**src/rtl/ej1b_arbiter_if.sv**
```systemverilog
// Requester, shared-FSM and response signals of ej1b_arbiter bundled as one port.
// master is the requester/FSM side, slave is the arbiter.
interface ej1b_arbiter_if #(parameter int LEN_W = 3);
  logic             req0;
  logic             req1;
  logic [LEN_W-1:0] len0;
  logic [LEN_W-1:0] len1;
  logic             i0;
  logic             s0;
  logic             i1;
  logic             s1;
  logic             fsm_i;
  logic             fsm_s;
  logic             fsm_b1;
  logic             fsm_b2;
  logic             gnt0;
  logic             gnt1;
  logic             busy;
  logic             rsp_valid;
  logic             rsp_id;
  logic             rsp_b1;
  logic             rsp_b2;

  modport master (
    output req0, req1, len0, len1, i0, s0, i1, s1, fsm_b1, fsm_b2,
    input  fsm_i, fsm_s, gnt0, gnt1, busy, rsp_valid, rsp_id, rsp_b1, rsp_b2
  );

  modport slave (
    input  req0, req1, len0, len1, i0, s0, i1, s1, fsm_b1, fsm_b2,
    output fsm_i, fsm_s, gnt0, gnt1, busy, rsp_valid, rsp_id, rsp_b1, rsp_b2
  );
endinterface

```
**src/rtl/ej1b_arbiter.sv**
```systemverilog
// Round-robin two-requester arbiter lending one shared ej1b FSM for len+1 cycles,
// then waiting FSM_LAT settle cycles and pulsing the captured B1/B2 back to the owner.
module ej1b_arbiter #(
  parameter int LEN_W   = 3,
  parameter int FSM_LAT = 1
) (
  input logic           clk,
  input logic           rst_n,
  ej1b_arbiter_if.slave bus
);
  typedef enum logic [1:0] {IDLE, RUN, WAIT, RESP} state_t;

  localparam logic [1:0] LAT_LAST = (FSM_LAT > 0) ? 2'(FSM_LAT - 1) : 2'd0;

  state_t           state;
  state_t           state_nxt;
  logic [LEN_W-1:0] cnt;
  logic [1:0]       lat_cnt;
  logic             owner;
  logic             ptr;
  logic             held_i;
  logic             held_s;
  logic             cap_b1;
  logic             cap_b2;
  logic             any_req;
  logic             winner;
  logic             run_i;
  logic             run_s;
  logic             run_done;
  logic             wait_done;
  logic             gnt0;
  logic             gnt1;
  logic             fsm_i;
  logic             fsm_s;
  logic             rsp_valid;
  logic             rsp_id;

  assign any_req   = bus.req0 | bus.req1;
  // A lone requester always wins; on a tie the one that did not own the last burst wins.
  assign winner    = (bus.req0 & bus.req1) ? ~ptr : bus.req1;
  assign run_i     = owner ? bus.i1 : bus.i0;
  assign run_s     = owner ? bus.s1 : bus.s0;
  assign run_done  = (cnt == '0);
  assign wait_done = (lat_cnt == 2'd0);

  always_ff @(posedge clk or negedge rst_n) begin
    if (!rst_n) begin
      state <= IDLE;
    end else begin
      state <= state_nxt;
    end
  end

  always_comb begin
    state_nxt = state;
    gnt0      = 1'b0;
    gnt1      = 1'b0;
    fsm_i     = 1'b0;
    fsm_s     = 1'b0;
    rsp_valid = 1'b0;
    rsp_id    = 1'b0;
    case (state)
      IDLE: begin
        if (any_req) state_nxt = RUN;
      end
      RUN: begin
        gnt0  = ~owner;
        gnt1  = owner;
        fsm_i = run_i;
        fsm_s = run_s;
        if (run_done) state_nxt = (FSM_LAT > 0) ? WAIT : RESP;
      end
      WAIT: begin
        fsm_i = held_i;
        fsm_s = held_s;
        if (wait_done) state_nxt = RESP;
      end
      RESP: begin
        rsp_valid = 1'b1;
        rsp_id    = owner;
        state_nxt = IDLE;
      end
      default: state_nxt = IDLE;
    endcase
  end

  always_ff @(posedge clk or negedge rst_n) begin
    if (!rst_n) begin
      cnt     <= '0;
      lat_cnt <= 2'd0;
      owner   <= 1'b0;
      ptr     <= 1'b1;
      held_i  <= 1'b0;
      held_s  <= 1'b0;
      cap_b1  <= 1'b0;
      cap_b2  <= 1'b0;
    end else begin
      case (state)
        IDLE: begin
          if (any_req) begin
            cnt   <= winner ? bus.len1 : bus.len0;
            owner <= winner;
            ptr   <= winner;
          end
        end
        RUN: begin
          // The last RUN-cycle drive is what WAIT keeps presenting to the FSM.
          held_i <= run_i;
          held_s <= run_s;
          if (run_done) begin
            lat_cnt <= LAT_LAST;
            if (FSM_LAT == 0) begin
              cap_b1 <= bus.fsm_b1;
              cap_b2 <= bus.fsm_b2;
            end
          end else begin
            cnt <= cnt - LEN_W'(1);
          end
        end
        WAIT: begin
          if (wait_done) begin
            cap_b1 <= bus.fsm_b1;
            cap_b2 <= bus.fsm_b2;
          end else begin
            lat_cnt <= lat_cnt - 2'd1;
          end
        end
        default: begin
        end
      endcase
    end
  end

  assign bus.gnt0      = gnt0;
  assign bus.gnt1      = gnt1;
  assign bus.fsm_i     = fsm_i;
  assign bus.fsm_s     = fsm_s;
  assign bus.busy      = (state != IDLE);
  assign bus.rsp_valid = rsp_valid;
  assign bus.rsp_id    = rsp_id;
  assign bus.rsp_b1    = cap_b1;
  assign bus.rsp_b2    = cap_b2;
endmodule

```
**src/flat_wrapper.sv**
```systemverilog
// flat-port wrapper written by rule: the top's interface ports become plain ports
module ej1b_arbiter_flat 
#(
  parameter int LEN_W   = 3,
  parameter int FSM_LAT = 1
)
  (clk, rst_n, bus_req0, bus_req1, bus_len0, bus_len1, bus_i0, bus_s0, bus_i1, bus_s1, bus_fsm_b1, bus_fsm_b2, bus_fsm_i, bus_fsm_s, bus_gnt0, bus_gnt1, bus_busy, bus_rsp_valid, bus_rsp_id, bus_rsp_b1, bus_rsp_b2);
  ej1b_arbiter_if #(.LEN_W(LEN_W)) bus_i ();
  input logic clk;
  input logic rst_n;
  input wire logic [$bits(bus_i.req0)-1:0] bus_req0;
  input wire logic [$bits(bus_i.req1)-1:0] bus_req1;
  input wire logic [$bits(bus_i.len0)-1:0] bus_len0;
  input wire logic [$bits(bus_i.len1)-1:0] bus_len1;
  input wire logic [$bits(bus_i.i0)-1:0] bus_i0;
  input wire logic [$bits(bus_i.s0)-1:0] bus_s0;
  input wire logic [$bits(bus_i.i1)-1:0] bus_i1;
  input wire logic [$bits(bus_i.s1)-1:0] bus_s1;
  input wire logic [$bits(bus_i.fsm_b1)-1:0] bus_fsm_b1;
  input wire logic [$bits(bus_i.fsm_b2)-1:0] bus_fsm_b2;
  output wire logic [$bits(bus_i.fsm_i)-1:0] bus_fsm_i;
  output wire logic [$bits(bus_i.fsm_s)-1:0] bus_fsm_s;
  output wire logic [$bits(bus_i.gnt0)-1:0] bus_gnt0;
  output wire logic [$bits(bus_i.gnt1)-1:0] bus_gnt1;
  output wire logic [$bits(bus_i.busy)-1:0] bus_busy;
  output wire logic [$bits(bus_i.rsp_valid)-1:0] bus_rsp_valid;
  output wire logic [$bits(bus_i.rsp_id)-1:0] bus_rsp_id;
  output wire logic [$bits(bus_i.rsp_b1)-1:0] bus_rsp_b1;
  output wire logic [$bits(bus_i.rsp_b2)-1:0] bus_rsp_b2;
  assign bus_i.req0 = bus_req0;
  assign bus_i.req1 = bus_req1;
  assign bus_i.len0 = bus_len0;
  assign bus_i.len1 = bus_len1;
  assign bus_i.i0 = bus_i0;
  assign bus_i.s0 = bus_s0;
  assign bus_i.i1 = bus_i1;
  assign bus_i.s1 = bus_s1;
  assign bus_i.fsm_b1 = bus_fsm_b1;
  assign bus_i.fsm_b2 = bus_fsm_b2;
  assign bus_fsm_i = bus_i.fsm_i;
  assign bus_fsm_s = bus_i.fsm_s;
  assign bus_gnt0 = bus_i.gnt0;
  assign bus_gnt1 = bus_i.gnt1;
  assign bus_busy = bus_i.busy;
  assign bus_rsp_valid = bus_i.rsp_valid;
  assign bus_rsp_id = bus_i.rsp_id;
  assign bus_rsp_b1 = bus_i.rsp_b1;
  assign bus_rsp_b2 = bus_i.rsp_b2;
  ej1b_arbiter #(.LEN_W(LEN_W), .FSM_LAT(FSM_LAT)) u_core (.clk(clk), .rst_n(rst_n), .bus(bus_i));
endmodule
```
**config.mk**
```make
export PLATFORM = sky130hd
export DESIGN_NAME = ej1b_arbiter_flat
export DESIGN_NICKNAME = d
export VERILOG_FILES = /design/src/rtl/ej1b_arbiter_if.sv /design/src/rtl/ej1b_arbiter.sv /design/src/flat_wrapper.sv
export SDC_FILE = /design/constraint.sdc
export NUM_CORES = 1
export LEC_CHECK = 0
export ABC_AREA = 1
export CORE_ASPECT_RATIO = 1.25
export CORE_MARGIN = 1
export CORE_UTILIZATION = 45
export CTS_BUF_LIST = sky130_fd_sc_hd__clkbuf_4
export DETAILED_ROUTE_END_ITERATION = 10
export MAX_ROUTING_LAYER = met4
export PLACE_DENSITY = 0.87
export SYNTH_ARGS = -nofsm -noshare
export SYNTH_HDL_FRONTEND = slang
export SYNTH_SLANG_ARGS = --single-unit
```
**constraint.sdc**
```tcl
create_clock -name clk -period 1.8 [get_ports clk]
set_clock_uncertainty 0.05 [all_clocks]
set_input_delay 0.36 -clock clk [delete_from_list [all_inputs] [get_ports clk]]
set_output_delay 0.36 -clock clk [all_outputs]
set_load 0.01 [all_outputs]
```
==> results of run 1 <==
## cell type report
cell class	count	area share, %
clock buffer	4	2.28
inverter	25	7.31
multi-input combinational	82	37.5
sequential	13	24.8
tap	19	1.80
timing repair buffer	40	26.3
## what timing repair did
| action | 4_1_cts | 5_1_grt |
|---|---|---|
| gates resized for setup | 29 | 11 |
| setup endpoints to repair | 7 | 4 |
| cloned | 0 | 0 |
| pin swaps | 1 | 4 |
| buffers inserted | 5 | 1 |
## metrics by stage
stage | power (uW) | cell area, um^2 | hold WS (ns) | setup slack, ns | TNS (ns)
after detailed placement | 1890 | 1210 | 0.425 | -0.274 | -0.711
final | 2340 | 1320 | 0.392 | -0.0474 | -0.0728
after floorplan | 1300 | 870 | 0.0144 | 0.416 | 0
after global placement | 1810 | 1210 | 0.414 | -0.272 | -0.631
after CTS | 2210 | 1290 | 0.412 | -0.0349 | -0.0952
after global routing | 2560 | 1320 | 0.435 | -0.0963 | -0.217
## cells in the final DEF, fill, tap and decap left out, drive strengths merged
master         synthesis  routed
nor2                   2       2
inv                   25      25
mux2                   2       2
dlygate4sd2            0       1
a21oi                  1       1
clkdlybuf4s50          0      17
nand2                 47      47
xor2                   1       1
o21ai                  6       6
dfrtp                 12      12
buf                    0      21
nand3                 13      13
ha                     9       9
nand4                  1       1
clkbuf                 0       5
dfstp                  1       1
## how the worst min path moves through the flow
stage,from,to,slack (ns),depth (start not counted)
after detailed placement,u_core.ptr,u_core.ptr,0.43,2
after global routing,rst_n,u_core.bus.rsp_b1,0.44,1
after CTS,rst_n,u_core.bus.rsp_b2,0.41,1
final,rst_n,u_core.bus.rsp_b2,0.39,1
after global placement,u_core.held_s,u_core.held_s,0.41,2
after floorplan,rst_n,u_core.bus.rsp_b1,0.01,0
## registers in the layout, indices dropped and copies added, names as in the netlist
name               count
u_core.owner           1
u_core.lat_cnt         2
u_core.bus.rsp_b1      1
u_core.cnt             3
u_core.ptr             1
u_core.held_s          1
u_core.bus.rsp_b2      1
u_core.state           2
u_core.held_i          1
## synthesized netlist by cell type
cell type	count	share of area, %
nand4_1	1	0.72
ha_1	9	13
inv_1	21	9.1
o21ai_1	2	1.2
o21ai_0	4	2.3
dfrtp_1	12	35
xor2_1	1	1.0
a21oi_1	1	0.57
dfstp_2	1	3.0
inv_2	4	1.7
mux2_2	2	2.6
nor2_1	2	0.86
nand2_1	47	20
nand3_1	10	5.8
nand3_2	3	3.5
## per-layer routing
| layer | vias up | track usage (%) | wire length, um |
|---|---|---|---|
| li1 | 452 | - | - |
| met1 | 426 | 25.4 | 872 |
| met2 | 30 | 48.4 | 1250 |
| met3 | 11 | 6.52 | 134 |
| met4 | 0 | 11.3 | 62 |
| met5 | - | - | 0 |
## cell families (layout without fill, tap and decap cells)
group | Yosys count | in the layout | synth area share (%)
AND/OR/NAND/NOR | 63 | 63 | 31.1
buffers and inverters | 25 | 69 | 10.8
flip-flops | 13 | 13 | 37.6
adder cells (fa/ha/maj) | 9 | 9 | 12.9
AO/OA/AOI/OAI | 7 | 7 | 4.03
multiplexers | 2 | 2 | 2.59
XOR/XNOR | 1 | 1 | 1.01
## report_power, final
part	leakage [uW]	internal, uW	switching (uW)
Combinational	0.000563	781	821
Clock	0.0000184	101	97.8
Sequential	0.000158	446	96.0
## critical path, stage by stage, from the launching register on
cell and delay, ns:
dfrtp_1 0.39, buf_6 0.13, inv_4 0.04, buf_6 0.11, ha_4 0.27, nand2_1 0.05
inv_1 0.05, buf_2 0.12
==> flow_summary.json, run 1 <==
{
  "area_delta_synth_final_pct": 51.5,
  "ctsHoldBuffers": 0,
  "synth_seq_cells": 13,
  "dr.pass1.iters": 4,
  "fill_cells": 138,
  "r2r_cells": 8,
  "gr-total-overflow": 0,
  "grt_pass1_wl_um": 3750,
  "cp-endpoint": "bus_fsm_s",
  "path_max_fanout": 3,
  "p_leak_uw": 0.000740,
  "rsz0062_at_grt": "true",
  "layout.nets": 190,
  "period_minus_slack_ns": 1.85,
  "multi_input_area_um2": 494,
  "syn_area_um2": 870,
  "via_per_inst": 5.02,
  "rows": 17,
  "drc": 0,
  "cts.path.max_buffers": 2,
  "grt_max_degree": 14,
  "ir_drop_mv": 1.16,
  "max_freq_ghz": 0.541,
  "clkLatencyLatePin_ns": 0.29,
  "root_buffer": "clkbuf_4",
  "layout_setup_ws_ns": -0.0474,
  "die_area_um2": 2110,
  "die_x_um": 41.3,
  "boundaryPins": 25,
  "worstHoldPathType": "in2async",
  "numPortBuffers": 24,
  "ff_latch_area_um2": 327,
  "drv_cap": 0,
  "vias": 919,
  "cts_tree": "built",
  "yosys.cell_types.count": 15,
  "slew_viol_final": 0,
  "wl_per_cell_um": 12.7,
  "slew_headroom_pct": 60.2,
  "rrSetupSlack_ns": 0.24,
  "hpwl_um": 1670,
  "startpoint": "u_core.state[0]",
  "ys_seq_area_share_pct": 37.6,
  "avgSynthCellArea_um2": 7.25,
  "finalNonFillerCells": 183,
  "drt_iter0_markers": 10,
  "finalCritPeriodShare_pct": 103,
  "cts_num_sinks": 13,
  "h-tree-depth": 1,
  "place_congestion": 0.849,
  "worstSetupPathType": "reg2out",
  "antenna_cells": 0,
  "hold_viol_final": 0,
  "utilization_pct": 73.7,
  "initial_core_util_pct": 48.7,
  "worst_ep_required_time_ns": 1.39,
  "grt_usage_pct": 27.0,
  "worst_setup_path_end_kind": "output pin",
  "netlist_instances": 120,
  "drtAntennaViolNets": 0,
  "dp_cells": 173,
  "pwr_density_cell_nw_per_um2": 1780,
  "antenna_found_initial": 0,
  "clk_pin_slew_ns": 0.08,
  "violations": "negative setup slack",
  "cts_buffers": 3,
  "wl_um": 2320,
  "grt_pass1_vias": 947,
  "worstReg2RegStart": "u_core.state[0]",
  "finalSetupViolCount": 2,
  "r2r_end": "u_core.lat_cnt[1]",
  "tightestPinTransition_ns": 0.596,
  "drive_gt1_share_pct": 27.4,
  "critPathLaunchType": "flop",
  "yosysWarnings": 0,
  "core_area_um2": 1790,
  "cp.arrival_ns": 1.44,
  "syn_nets": 145,
  "outcome": "complete, but fails checks",
  "die_h_um": 51.2
}
Note: power is estimated with default switching activity, not from simulation.
==> run 2: changes to the inputs <==
--- a/config.mk
+++ b/config.mk
@@ -10,6 +10,7 @@
 export CORE_MARGIN = 1
 export CORE_UTILIZATION = 45
 export CTS_BUF_LIST = sky130_fd_sc_hd__clkbuf_4
+export CTS_CLUSTER_DIAMETER = 60
 export DETAILED_ROUTE_END_ITERATION = 10
 export MAX_ROUTING_LAYER = met4
 export PLACE_DENSITY = 0.87
==> results of run 2 <==
Same layout as run 1: the final DEF is identical, and so are final timing and power.
==> run 3: changes to the inputs <==
--- a/config.mk
+++ b/config.mk
@@ -8,12 +8,12 @@
 export ABC_AREA = 1
 export CORE_ASPECT_RATIO = 1.25
 export CORE_MARGIN = 1
-export CORE_UTILIZATION = 45
+export CORE_UTILIZATION = 30
 export CTS_BUF_LIST = sky130_fd_sc_hd__clkbuf_4
 export CTS_CLUSTER_DIAMETER = 60
 export DETAILED_ROUTE_END_ITERATION = 10
 export MAX_ROUTING_LAYER = met4
-export PLACE_DENSITY = 0.87
+export PLACE_DENSITY = 0.66
 export SYNTH_ARGS = -nofsm -noshare
 export SYNTH_HDL_FRONTEND = slang
 export SYNTH_SLANG_ARGS = --single-unit
==> run 3 against run 2 <==
  * The run now ends clean
  * Sequential share of layout area barely moved
  * Fmax rose by 3.6%
  * Non-clock buffer count fell by 1
  * Die area rose by 48%
  * Combinational power fell by 12%
  * Sequential power barely moved
  * Core utilization fell by 25 points
  * Largest cell class unchanged
==> flow_summary.json, run 3 (synthesis results as in run 1) <==
{
  "outcome": "completed",
  "crit_path_top_delay_cell": "dfrtp_2",
  "finalCritPeriodShare_pct": 99.1,
  "drc": 0,
  "numPortBuffers": 24,
  "clkLatencyLatePin_ns": 0.28,
  "worstHoldPathType": "in2async",
  "place_area_um2": 1240,
  "path_max_fanout": 5,
  "area_delta_synth_final_pct": 51.9,
  "cp_slowest_stage_delay_ns": 0.45,
  "root_buffer": "clkbuf_4",
  "final_cell_area_um2": 1320,
  "hpwl_um": 1520,
  "rows": 21,
  "ir_drop_mv": 0.685,
  "max_freq_ghz": 0.561,
  "p_leak_uw": 0.000731,
  "rrSetupSlack_ns": 0.28,
  "via_per_inst": 4.35,
  "tightestPinTransition_ns": 0.207,
  "fill_cells": 266,
  "wl_per_cell_um": 9.76,
  "rsz0062_at_grt": "true",
  "largest_reg_flops": 3,
  "ff_latch_area_um2": 328,
  "clk_pin_slew_ns": 0.08,
  "core_area_um2": 2710,
  "layout.nets": 189,
  "cts_num_sinks": 13,
  "drv_cap": 0,
  "dr.pass1.iters": 4,
  "worst_ep_required_time_ns": 1.39,
  "antenna_cells": 0,
  "cp_common_cell": "nand2_1",
  "boundaryPins": 25,
  "cp.arrival_ns": 1.37,
  "worst_setup_path_end_kind": "output pin",
  "cts_tree": "built",
  "period_minus_slack_ns": 1.78,
  "initial_core_util_pct": 32.1,
  "setup_tns_ns": 0,
  "cts.path.max_buffers": 2,
  "grt_pass1_vias": 857,
  "critPathLaunchType": "flop",
  "grt_pass1_wl_um": 3480,
  "cts_buffers": 3,
  "slew_viol_final": 0,
  "top_register": "u_core.cnt",
  "drive_gt1_share_pct": 27.6,
  "grt_max_degree": 14,
  "drt_iter0_markers": 16,
  "die_h_um": 62.2,
  "hold_viol_final": 0,
  "top_regs": "u_core.cnt x3, u_core.lat_cnt x2, u_core.state x2",
  "slew_headroom_pct": 86.1,
  "antenna_found_initial": 0,
  "wl_um": 1920,
  "layout_commonest_cell": "nand2_1",
  "worstSetupPathType": "reg2out",
  "final_cell_mix": "nand2_1, inv_1, clkdlybuf4s50_1",
  "finalSetupViolCount": 0,
  "h-tree-depth": 1,
  "die_area_um2": 3120,
  "multi_input_area_um2": 494,
  "vias": 857,
  "path_cells": "buf_6 -> ha_4 -> nand2_2 -> nand2_1 -> nand2_1 -> inv_1 -> buf_2",
  "place_congestion": 0.748,
  "die_x_um": 50.2,
  "ctsHoldBuffers": 0,
  "gr-total-overflow": 0,
  "grt_usage_pct": 14.9,
  "drtAntennaViolNets": 0,
  "pwr_density_cell_nw_per_um2": 1630
}
[run 3: cell types whose count changed in the layout (fill, tap and decap cells not counted), moves of 2 or more]
| cell | change |
|---|---|
| ha_2 | +3 |
| buf_2 | -2 |
| ha_1 | -2 |
| clkbuf_2 | +2 |
| buf_6 | -3 |
[run 3: worst paths after layout]
| kind | startpoint | endpoint | depth (start not counted) |
|---|---|---|---|
| max | u_core.state[0] | bus_fsm_s | 7 |
| min | rst_n | u_core.held_s | 2 |
| max reg2reg | u_core.state[0] | u_core.lat_cnt[0] | 8 |
| min reg2reg | u_core.cnt[1] | u_core.cnt[1] | 2 |
| max in group asynchronous | rst_n | u_core.ptr | 2 |
| min in group clk | u_core.cnt[1] | u_core.cnt[1] | 2 |
[run 3: area by class of cell]
type,count,share of cell area [%]
Inverter,25,7.29
Timing Repair Buffer,39,25.0
Clock buffer,4,2.27
Multi-Input combinational cell,82,37.4
Tap cell,34,3.22
Sequential cell,13,24.8
[run 3: worst max-delay path: cells and delay by family, from the launching register on]
family / cells / cell delay, ns
simple gates: 3 / 0.17
fa+ha+maj: 1 / 0.18
flops: 1 / 0.45
buf+inv: 3 / 0.29
[run 3: repair_timing]
item                                    CTS  global route
pin swaps                                 0             4
endpoints found under the setup margin    7             5
resized for setup                        21            14
setup buffers                             1             2
[run 3: routing by layer]
metal / up-vias / share of wire [%] / routed length, um / track usage, %
met5: - / 0 / 0 / -
met4: 0 / 2.0 / 38 / 6.43
met3: 3 / 3.5 / 67 / 3.43
met2: 15 / 50 / 968 / 23.8
met1: 387 / 44 / 849 / 17.4
li1: 452 / - / - / -
[run 3: power by group]
part	internal, uW	switching [uW]	leakage, uW	total (uW)
combinational	696	717	0.000556	1410
sequential	448	92.5	0.000157	541
clock	101	103	0.0000184	205
[run 3: through the flow]
stage               setup WS, ns  total power, uW  hold WS (ns)  utilization, %  std cells
floorplan                  0.416             1300        0.0144               -        120
global placement          -0.282             1840         0.414            45.9        190
detailed placement        -0.293             1870         0.417            45.9        190
CTS                      -0.0965             2140         0.323            48.4        195
global route             -0.0600             2400         0.339            48.8        197
finish                    0.0161             2160         0.325            48.8        197
